File: src/rtl/apb_arbiter.sv
// apb_arbiter -- two-master to one-slave APB arbiter.
//
// Purpose: grants the shared slave to one of two APB masters (round-robin
// when both request, master 0 first after reset), runs the slave through
// SETUP/ACCESS, returns the slave response to the granted master, and forces
// an error completion if the slave stalls ACCESS for TIMEOUT cycles.
//
// Ports:
//   pclk, prst                         clock, async active-high reset
//   mN_psel/paddr/pdata/pwrite/pstb    master N request fields (N = 0, 1)
//   mN_prdata/pready/perr              master N response (zero unless granted)
//   s_psel/penable/pwrite/paddr/pdata/pstb   slave request
//   s_prdata/pready/perr               slave response
//   grant                              one-hot slave owner, 2'b00 when none

// Per-master response gating: a master only ever sees the slave response
// while it holds the grant.
module apb_arb_port #(
  parameter int DW = 32
) (
  input  logic          sel,
  input  logic          done,
  input  logic          err,
  input  logic          data_ok,
  input  logic [DW-1:0] s_prdata,
  output logic          pready,
  output logic          perr,
  output logic [DW-1:0] prdata
);
  assign pready = sel & done;
  assign perr   = sel & err;
  assign prdata = (sel & data_ok) ? s_prdata : '0;
endmodule

module apb_arbiter #(
  parameter int ADDR_WIDTH = 32,
  parameter int DATA_WIDTH = 32,
  parameter int TIMEOUT    = 16
) (
  input  logic                  pclk,
  input  logic                  prst,
  // master 0
  input  logic                  m0_psel,
  input  logic [ADDR_WIDTH-1:0] m0_paddr,
  input  logic [DATA_WIDTH-1:0] m0_pdata,
  input  logic                  m0_pwrite,
  input  logic [3:0]            m0_pstb,
  output logic [DATA_WIDTH-1:0] m0_prdata,
  output logic                  m0_pready,
  output logic                  m0_perr,
  // master 1
  input  logic                  m1_psel,
  input  logic [ADDR_WIDTH-1:0] m1_paddr,
  input  logic [DATA_WIDTH-1:0] m1_pdata,
  input  logic                  m1_pwrite,
  input  logic [3:0]            m1_pstb,
  output logic [DATA_WIDTH-1:0] m1_prdata,
  output logic                  m1_pready,
  output logic                  m1_perr,
  // slave
  output logic                  s_psel,
  output logic                  s_penable,
  output logic                  s_pwrite,
  output logic [ADDR_WIDTH-1:0] s_paddr,
  output logic [DATA_WIDTH-1:0] s_pdata,
  output logic [3:0]            s_pstb,
  input  logic [DATA_WIDTH-1:0] s_prdata,
  input  logic                  s_pready,
  input  logic                  s_perr,
  output logic [1:0]            grant
);
  localparam int NUM_M = 2;
  localparam logic [7:0] TO_LAST = 8'(TIMEOUT - 1);

  typedef struct packed {
    logic [ADDR_WIDTH-1:0] addr;
    logic [DATA_WIDTH-1:0] data;
    logic                  write;
    logic [3:0]            stb;
  } req_t;

  typedef enum logic [1:0] {IDLE, SETUP, ACCESS, GAP} state_t;

  state_t                           state;
  logic [7:0]                       cnt;
  logic                             last;   // 1 = master 1 served last
  logic                             psel_q, pen_q;
  logic [NUM_M-1:0]                 psel;
  logic [NUM_M-1:0]                 win;
  req_t [NUM_M-1:0]                 req;
  req_t                             s_req;
  logic                             in_access, to_hit, done, err, data_ok;
  logic [NUM_M-1:0]                 pready, perr;
  logic [NUM_M-1:0][DATA_WIDTH-1:0] prdata;

  assign psel   = {m1_psel, m0_psel};
  assign req[0] = '{addr: m0_paddr, data: m0_pdata, write: m0_pwrite, stb: m0_pstb};
  assign req[1] = '{addr: m1_paddr, data: m1_pdata, write: m1_pwrite, stb: m1_pstb};

  // Contention goes to whichever master was not served last; a lone
  // requester's psel is already the one-hot grant.
  always_comb begin
    win = psel;
    if (psel == 2'b11) win = last ? 2'b01 : 2'b10;
  end

  // A slave response on the final allowed cycle beats the timeout.
  assign in_access = (state == ACCESS);
  assign to_hit    = in_access & ~s_pready & (cnt == TO_LAST);
  assign done      = in_access & (s_pready | to_hit);
  assign err       = in_access & (s_pready ? s_perr : to_hit);
  assign data_ok   = in_access & ~to_hit;

  always_ff @(posedge pclk or posedge prst) begin
    if (prst) begin
      state  <= IDLE;
      grant  <= 2'b00;
      cnt    <= '0;
      last   <= 1'b1;
      psel_q <= 1'b0;
      pen_q  <= 1'b0;
    end else begin
      case (state)
        IDLE: if (|psel) begin
          grant  <= win;
          cnt    <= '0;
          psel_q <= 1'b1;
          state  <= SETUP;
        end
        SETUP: begin
          pen_q <= 1'b1;
          state <= ACCESS;
        end
        ACCESS: if (done) begin
          psel_q <= 1'b0;
          pen_q  <= 1'b0;
          state  <= GAP;
        end else begin
          cnt <= cnt + 8'd1;
        end
        // One dead cycle so the finished master can drop psel before
        // it would be considered for arbitration again.
        GAP: begin
          last  <= grant[1];
          grant <= 2'b00;
          state <= IDLE;
        end
        default: state <= IDLE;
      endcase
    end
  end

  // psel_q is high exactly in SETUP and ACCESS.
  assign s_req     = psel_q ? req[grant[1]] : '0;
  assign s_psel    = psel_q;
  assign s_penable = pen_q;
  assign s_paddr   = s_req.addr;
  assign s_pdata   = s_req.data;
  assign s_pwrite  = s_req.write;
  assign s_pstb    = s_req.stb;

  for (genvar n = 0; n < NUM_M; n++) begin : g_port
    apb_arb_port #(.DW(DATA_WIDTH)) u_port (
      .sel     (grant[n]),
      .done    (done),
      .err     (err),
      .data_ok (data_ok),
      .s_prdata(s_prdata),
      .pready  (pready[n]),
      .perr    (perr[n]),
      .prdata  (prdata[n])
    );
  end

  assign m0_pready = pready[0];
  assign m0_perr   = perr[0];
  assign m0_prdata = prdata[0];
  assign m1_pready = pready[1];
  assign m1_perr   = perr[1];
  assign m1_prdata = prdata[1];
endmodule

File: config.mk
export PLATFORM = sky130hd
export DESIGN_NAME = apb_arbiter
export DESIGN_NICKNAME = d
export VERILOG_FILES = /design/src/rtl/apb_arbiter.sv
export SDC_FILE = /design/constraint.sdc
export NUM_CORES = 1
export LEC_CHECK = 0
export ABC_AREA = 1
export BUFFER_PORTS_ARGS = -buffer_cell sky130_fd_sc_hd__buf_2
export CORE_AREA = 10 10 115 117
export CTS_CLUSTER_DIAMETER = 60
export DETAILED_ROUTE_END_ITERATION = 12
export DIE_AREA = 0 0 125 127
export SYNTH_ARGS = -nofsm -noshare
export SYNTH_HDL_FRONTEND = slang
export SYNTH_HIERARCHICAL = 1
export SYNTH_SLANG_ARGS = --single-unit
File: constraint.sdc
create_clock -name pclk -period 3.1 [get_ports pclk]
set_clock_uncertainty 0.1 [all_clocks]
set_input_delay 0.93 -clock pclk [delete_from_list [all_inputs] [get_ports pclk]]
set_output_delay 0.93 -clock pclk [all_outputs]
set_load 0.005 [all_outputs]
After elaboration in Yosys (flattened, before gate mapping). Index checks and enable logic that the tools add are counted. W data, S select, Z words.

$lt $le $gt $ge: 1. Add/sub/neg operators: 1. Equal/unequal tests: 8. Bitwise logic cells: 14. Mux-type cells: 20. Reductions and logical operators: 10.

Operator list (number): $mux W69 (3); $mux W32 (2); $mux W8 (2); $pmux W8 S2 (1); $and A1 B1 Y1 (11); $mux W2 (5); $add A8 B1 Y8 const B (1); $eq A8 B4 Y1 const B (1); $pmux W2 S4 (1); $eq A2 B2 Y1 const B (3); $reduce_and A2 Y1 (3); $reduce_and A3 Y1 (2); $reduce_bool A2 Y1 (3); $ne A2 B2 Y1 const B (2); $pmux W1 S2 (2); $pmux W2 S2 (1); $mux W1 (3); $eq A2 B1 Y1 const B (1); $logic_not A2 Y1 (1); $lt A1 B2 Y1 const B (1); $ne A2 B1 Y1 const B (1); $not A1 Y1 (2); $reduce_or A2 Y1 (1); $or A1 B1 Y1 (1).

Bits of input ports: 176. Bits in registers: 15. Logic and storage cells: 60. Output and inout port bits: 141.

Logic depth before layout (Yosys ltp).
Depth after elaboration: 7. Mapped depth: 9. Depth with buffers taken out: 9.

Hierarchy. The synthesis kept the hierarchy.

By module, submodules not included: apb_arbiter (times used 1, seq. area each 376.6 µm², area an instance 1896.8 µm², cells an instance 350); apb_arb_port (times used 2, seq. area each 0.0 µm², area an instance 300.3 µm², cells an instance 72).

Least setup slack after synthesis. No wires, ideal clock.

Path kind: input port to output port. From: in s_pready. To: out m0_prdata[0]. Buffers on the path: 1. Cell stages on the path: 5. Data arrival time: 1589 ps. Data required time: 2070 ps. Slack: 481 ps. Cells stage by stage: inv_1 a21oi_1 nand2_2 buf_6 nor2_1.

Longest elaborated chain between the ends: 7.

RTL lines: from (decl) (line 68) `input logic s_pready,`; $not A1 Y1 (line 109) `assign to_hit = in_access & ~s_pready & (cnt == TO_LAST);`; $and A1 B1 Y1 (2 in series) (line 109); $not A1 Y1 (line 112) `assign data_ok = in_access & ~to_hit;`; $and A1 B1 Y1 (line 112); named net data_ok (line 92) `logic in_access, to_hit, done, err, data_ok;`; $and A1 B1 Y1 (line 32) `assign prdata = (sel & data_ok) ? s_prdata : '0;`; $mux W32 (line 32); to (decl) (line 48) `output logic [DATA_WIDTH-1:0] m0_prdata,`.

The timed path passes the listed nets, and every way through them passes these cells.

Final worst setup path.
From: reg cnt[0]. To: out m1_prdata[29].

Longest elaborated chain between the ends: 6.

RTL lines: from (decl) (line 85) `logic [7:0] cnt;`; from (signal assigned) (line 139) `cnt <= cnt + 8'd1;`; $eq A8 B4 Y1 (line 109); $and A1 B1 Y1 (line 109); $not A1 Y1 (line 112); $and A1 B1 Y1 (line 112); named net data_ok (line 92); $and A1 B1 Y1 (line 32); $mux W32 (line 32); to (decl) (line 57) `output logic [DATA_WIDTH-1:0] m1_prdata,`.

The timed path passes the listed nets, and every way through them passes these cells.

==> results.json <==
{
  "drc": 0,
  "routedWlPerCell_um": 15.9,
  "peakVddDrop_mv": 0.451,
  "clk_pin_slew_ns": 0.05,
  "hold_viol": 0,
  "synthDistinctLibCells": 30,
  "dr.pass1.iters": 4,
  "coreArea_mm2": 0.0111,
  "tns_ns": 0,
  "ioPinCount": 317,
  "ctsResizeCount": 0,
  "fin_crit_ns": 2.94,
  "worstPathMaxFanout": 32,
  "layout-drive-gt1-share_pct": 44.1,
  "critical-path-slowest-cell": "dfrtp_1",
  "crit_cells": 8,
  "powerDensity_mw_per_mm2": 678,
  "worst_hold_path_type": "register to register",
  "r2r_slack_ns": 1.48,
  "worstPathCellList": "ha_1, nand3_2, nor2_4, a21oi_1, nand2_2, buf_12, nor2_1, buf_2",
  "worst_setup_path_start_kind": "register",
  "route.antenna.remaining_nets": 0,
  "die_w_um": 125,
  "syn_inst": 494,
  "syn_nets": 675,
  "total_power_mw": 2.91,
  "fp.dieArea_mm2": 0.0159,
  "clock.fmax_ghz": 0.340,
  "yosys_most_used_dff": "dfrtp_1",
  "holdWs_ns": 0.411,
  "cts.path.max_buffers": 2,
  "grt_start_max_net_pins": 48,
  "ys_warn_count": 6,
  "synth_top_area_share_pct": 31.3,
  "maxCapViolCount": 0,
  "ys_ff_latch": 15,
  "synth_common_cells": "nor2_1, inv_1, o21ai_0",
  "synth.most_common_cell": "nor2_1",
  "max_stage_delay_ns": 0.41,
  "port_buffers": 316,
  "whs_path_depth": 2,
  "status": "finished clean",
  "r2r_cells": 7,
  "fillCellCount": 1262,
  "yosysTopAreaCell": "nor2_1",
  "crit_arrival_ns": 1.91,
  "cts_hold_buf": 0,
  "slew_headroom_pct": 57.9,
  "antennaDiodeCount": 0,
  "die_h_um": 127,
  "period_share_pct": 94.8,
  "initial_core_util_pct": 22.4,
  "slew_violations": 0,
  "rsz0062_at_grt": "false",
  "reg2reg_to": "state[1]$_DFFE_PP0P_",
  "dp_hpwl_um": 12700,
  "crit_required_ns": 2.07,
  "drt_iter0_markers": 299,
  "cts_buffers": 3,
  "timing.final.setup_violations": 0,
  "htree_levels": 1,
  "drt_wl_total_um": 14900,
  "place_congestion": 0.898,
  "critPathTopFamily": "simple AND/OR/NAND/NOR gates",
  "synth.area.top_cells": "nor2_1, o21ai_0, dfrtp_1",
  "syn_to_final_growth_pct": 72.2,
  "nNetsFinal": 978,
  "post_cts_buffers": 0,
  "end_kind": "output port",
  "clock_latency_ns": 0.25,
  "cts_sinks": 15,
  "crit_type": "register to output port",
  "reg2reg_from": "state[0]$_DFFE_PP0P_",
  "grt_pass1_vias": 3360,
  "ys_seq_area_share_pct": 15.1,
  "async_flop_share_pct": 100,
  "synth_edf_count": 0,
  "clockRootBuffer": "clkbuf_16",
  "tightest_slew_ns": 0.631,
  "cts_tree": "built",
  "grt-ovfl-total": 0,
  "leakage_nw": 2.93,
  "grt_pass1_wl_um": 21400,
  "netlist_area_mm2": 0.00250,
  "vias_per_cell": 4.19,
  "row_count": 39,
  "utilization_pct": 38.7,
  "hold-path-endpoint": "cnt[1]$_DFFE_PP0P_",
  "antenna_found_initial": 0,
  "path_buf_inv": 2,
  "syn_area_per_cell_um2": 5.06,
  "grt_usage_pct": 16.5,
  "dr_total_vias": 3936,
  "min_from": "cnt[1]$_DFFE_PP0P_"
}
-- sequential cells by signal (all words and copies together), names as in the netlist --
name and flops:
cnt 8, grant 2, state 2, last 1, s_penable 1, s_psel 1
-- stage by stage --
step                area (um^2)  setup slack (ns)  cells
CTS                        4300             0.141    939
global route               4300            0.0341    939
floorplan                  2500             0.481    494
global placement           4220             0.216    935
finish                     4300             0.162    939
detailed placement         4220             0.185    935
-- worst max path at each step --
stage / to / start / slack (ns)
detailed placement: m0_prdata[18] / s_pready / 0.19
floorplan: m0_prdata[0] / s_pready / 0.48
CTS: m0_prdata[18] / cnt[0]$_DFFE_PP0P_ / 0.14
global placement: m0_prdata[26] / s_pready / 0.22
global route: m0_prdata[24] / cnt[0]$_DFFE_PP0P_ / 0.03
finish: m1_prdata[29] / cnt[0]$_DFFE_PP0P_ / 0.16
-- worst min-delay path, cell delays in order, from the launching register on --
cell	delay, ns
dfrtp_1	0.37
nand2_1	0.06
nand2_1	0.05
-- power by group --
part / switching (mW) / internal, mW
logic: 1.34 / 0.936
registers: 0.118 / 0.258
clock network: 0.0838 / 0.175
total: 1.55 / 1.37
-- routing by layer --
metal	wire, um	global-route usage, %	vias up
met5	0	0	-
met4	36	1.22	0
met3	1140	3.60	5
met2	8080	30.7	139
met1	5640	19.6	1711
li1	-	-	2081
-- placed cells by master (no fill, tap or decap) --
master       n
buf_2      316
nor2_1     208
inv_1       83
o21ai_0     72
nand2_1     40
nand3_1     12
dfrtp_1     12
buf_4        7
a21oi_1      6
ha_1         5
nand2_2      4
nor2_2       4
clkbuf_16    3
buf_12       3
inv_2        2
xor2_1       2
dfrtp_2      2
nor3_2       1
nand3_2      1
nor2_4       1
o21ai_4      1
a21oi_4      1
nand2_4      1
nor3_4       1
xnor2_1      1
nand3b_1     1
o211ai_2     1
a31oi_1      1
nand4_1      1
or2_2        1
clkbuf_1     1
dfstp_2      1
-- kinds of logic after synthesis --
group                    count (synthesis)  share of synthesized area, %
adder cells (fa/ha/maj)                  5                          2.51
AO/OA/AOI/OAI                           82                          17.7
flip-flops                              15                          15.1
buffers and inverters                  113                          18.8
XOR/XNOR                                 3                          1.05
AND/OR/NAND/NOR                        276                          44.8
-- layout make-up --
cell class | count | area, um^2 | area share (%)
inverters | 85 | 319 | 7.42
well taps | 143 | 179 | 4.16
clock buffers | 4 | 78.8 | 1.83
repair buffers | 326 | 1690 | 39.4
flip-flops and latches | 15 | 379 | 8.82
multi-input cells | 366 | 1650 | 38.4
Power figures use the tool's default switching activity.
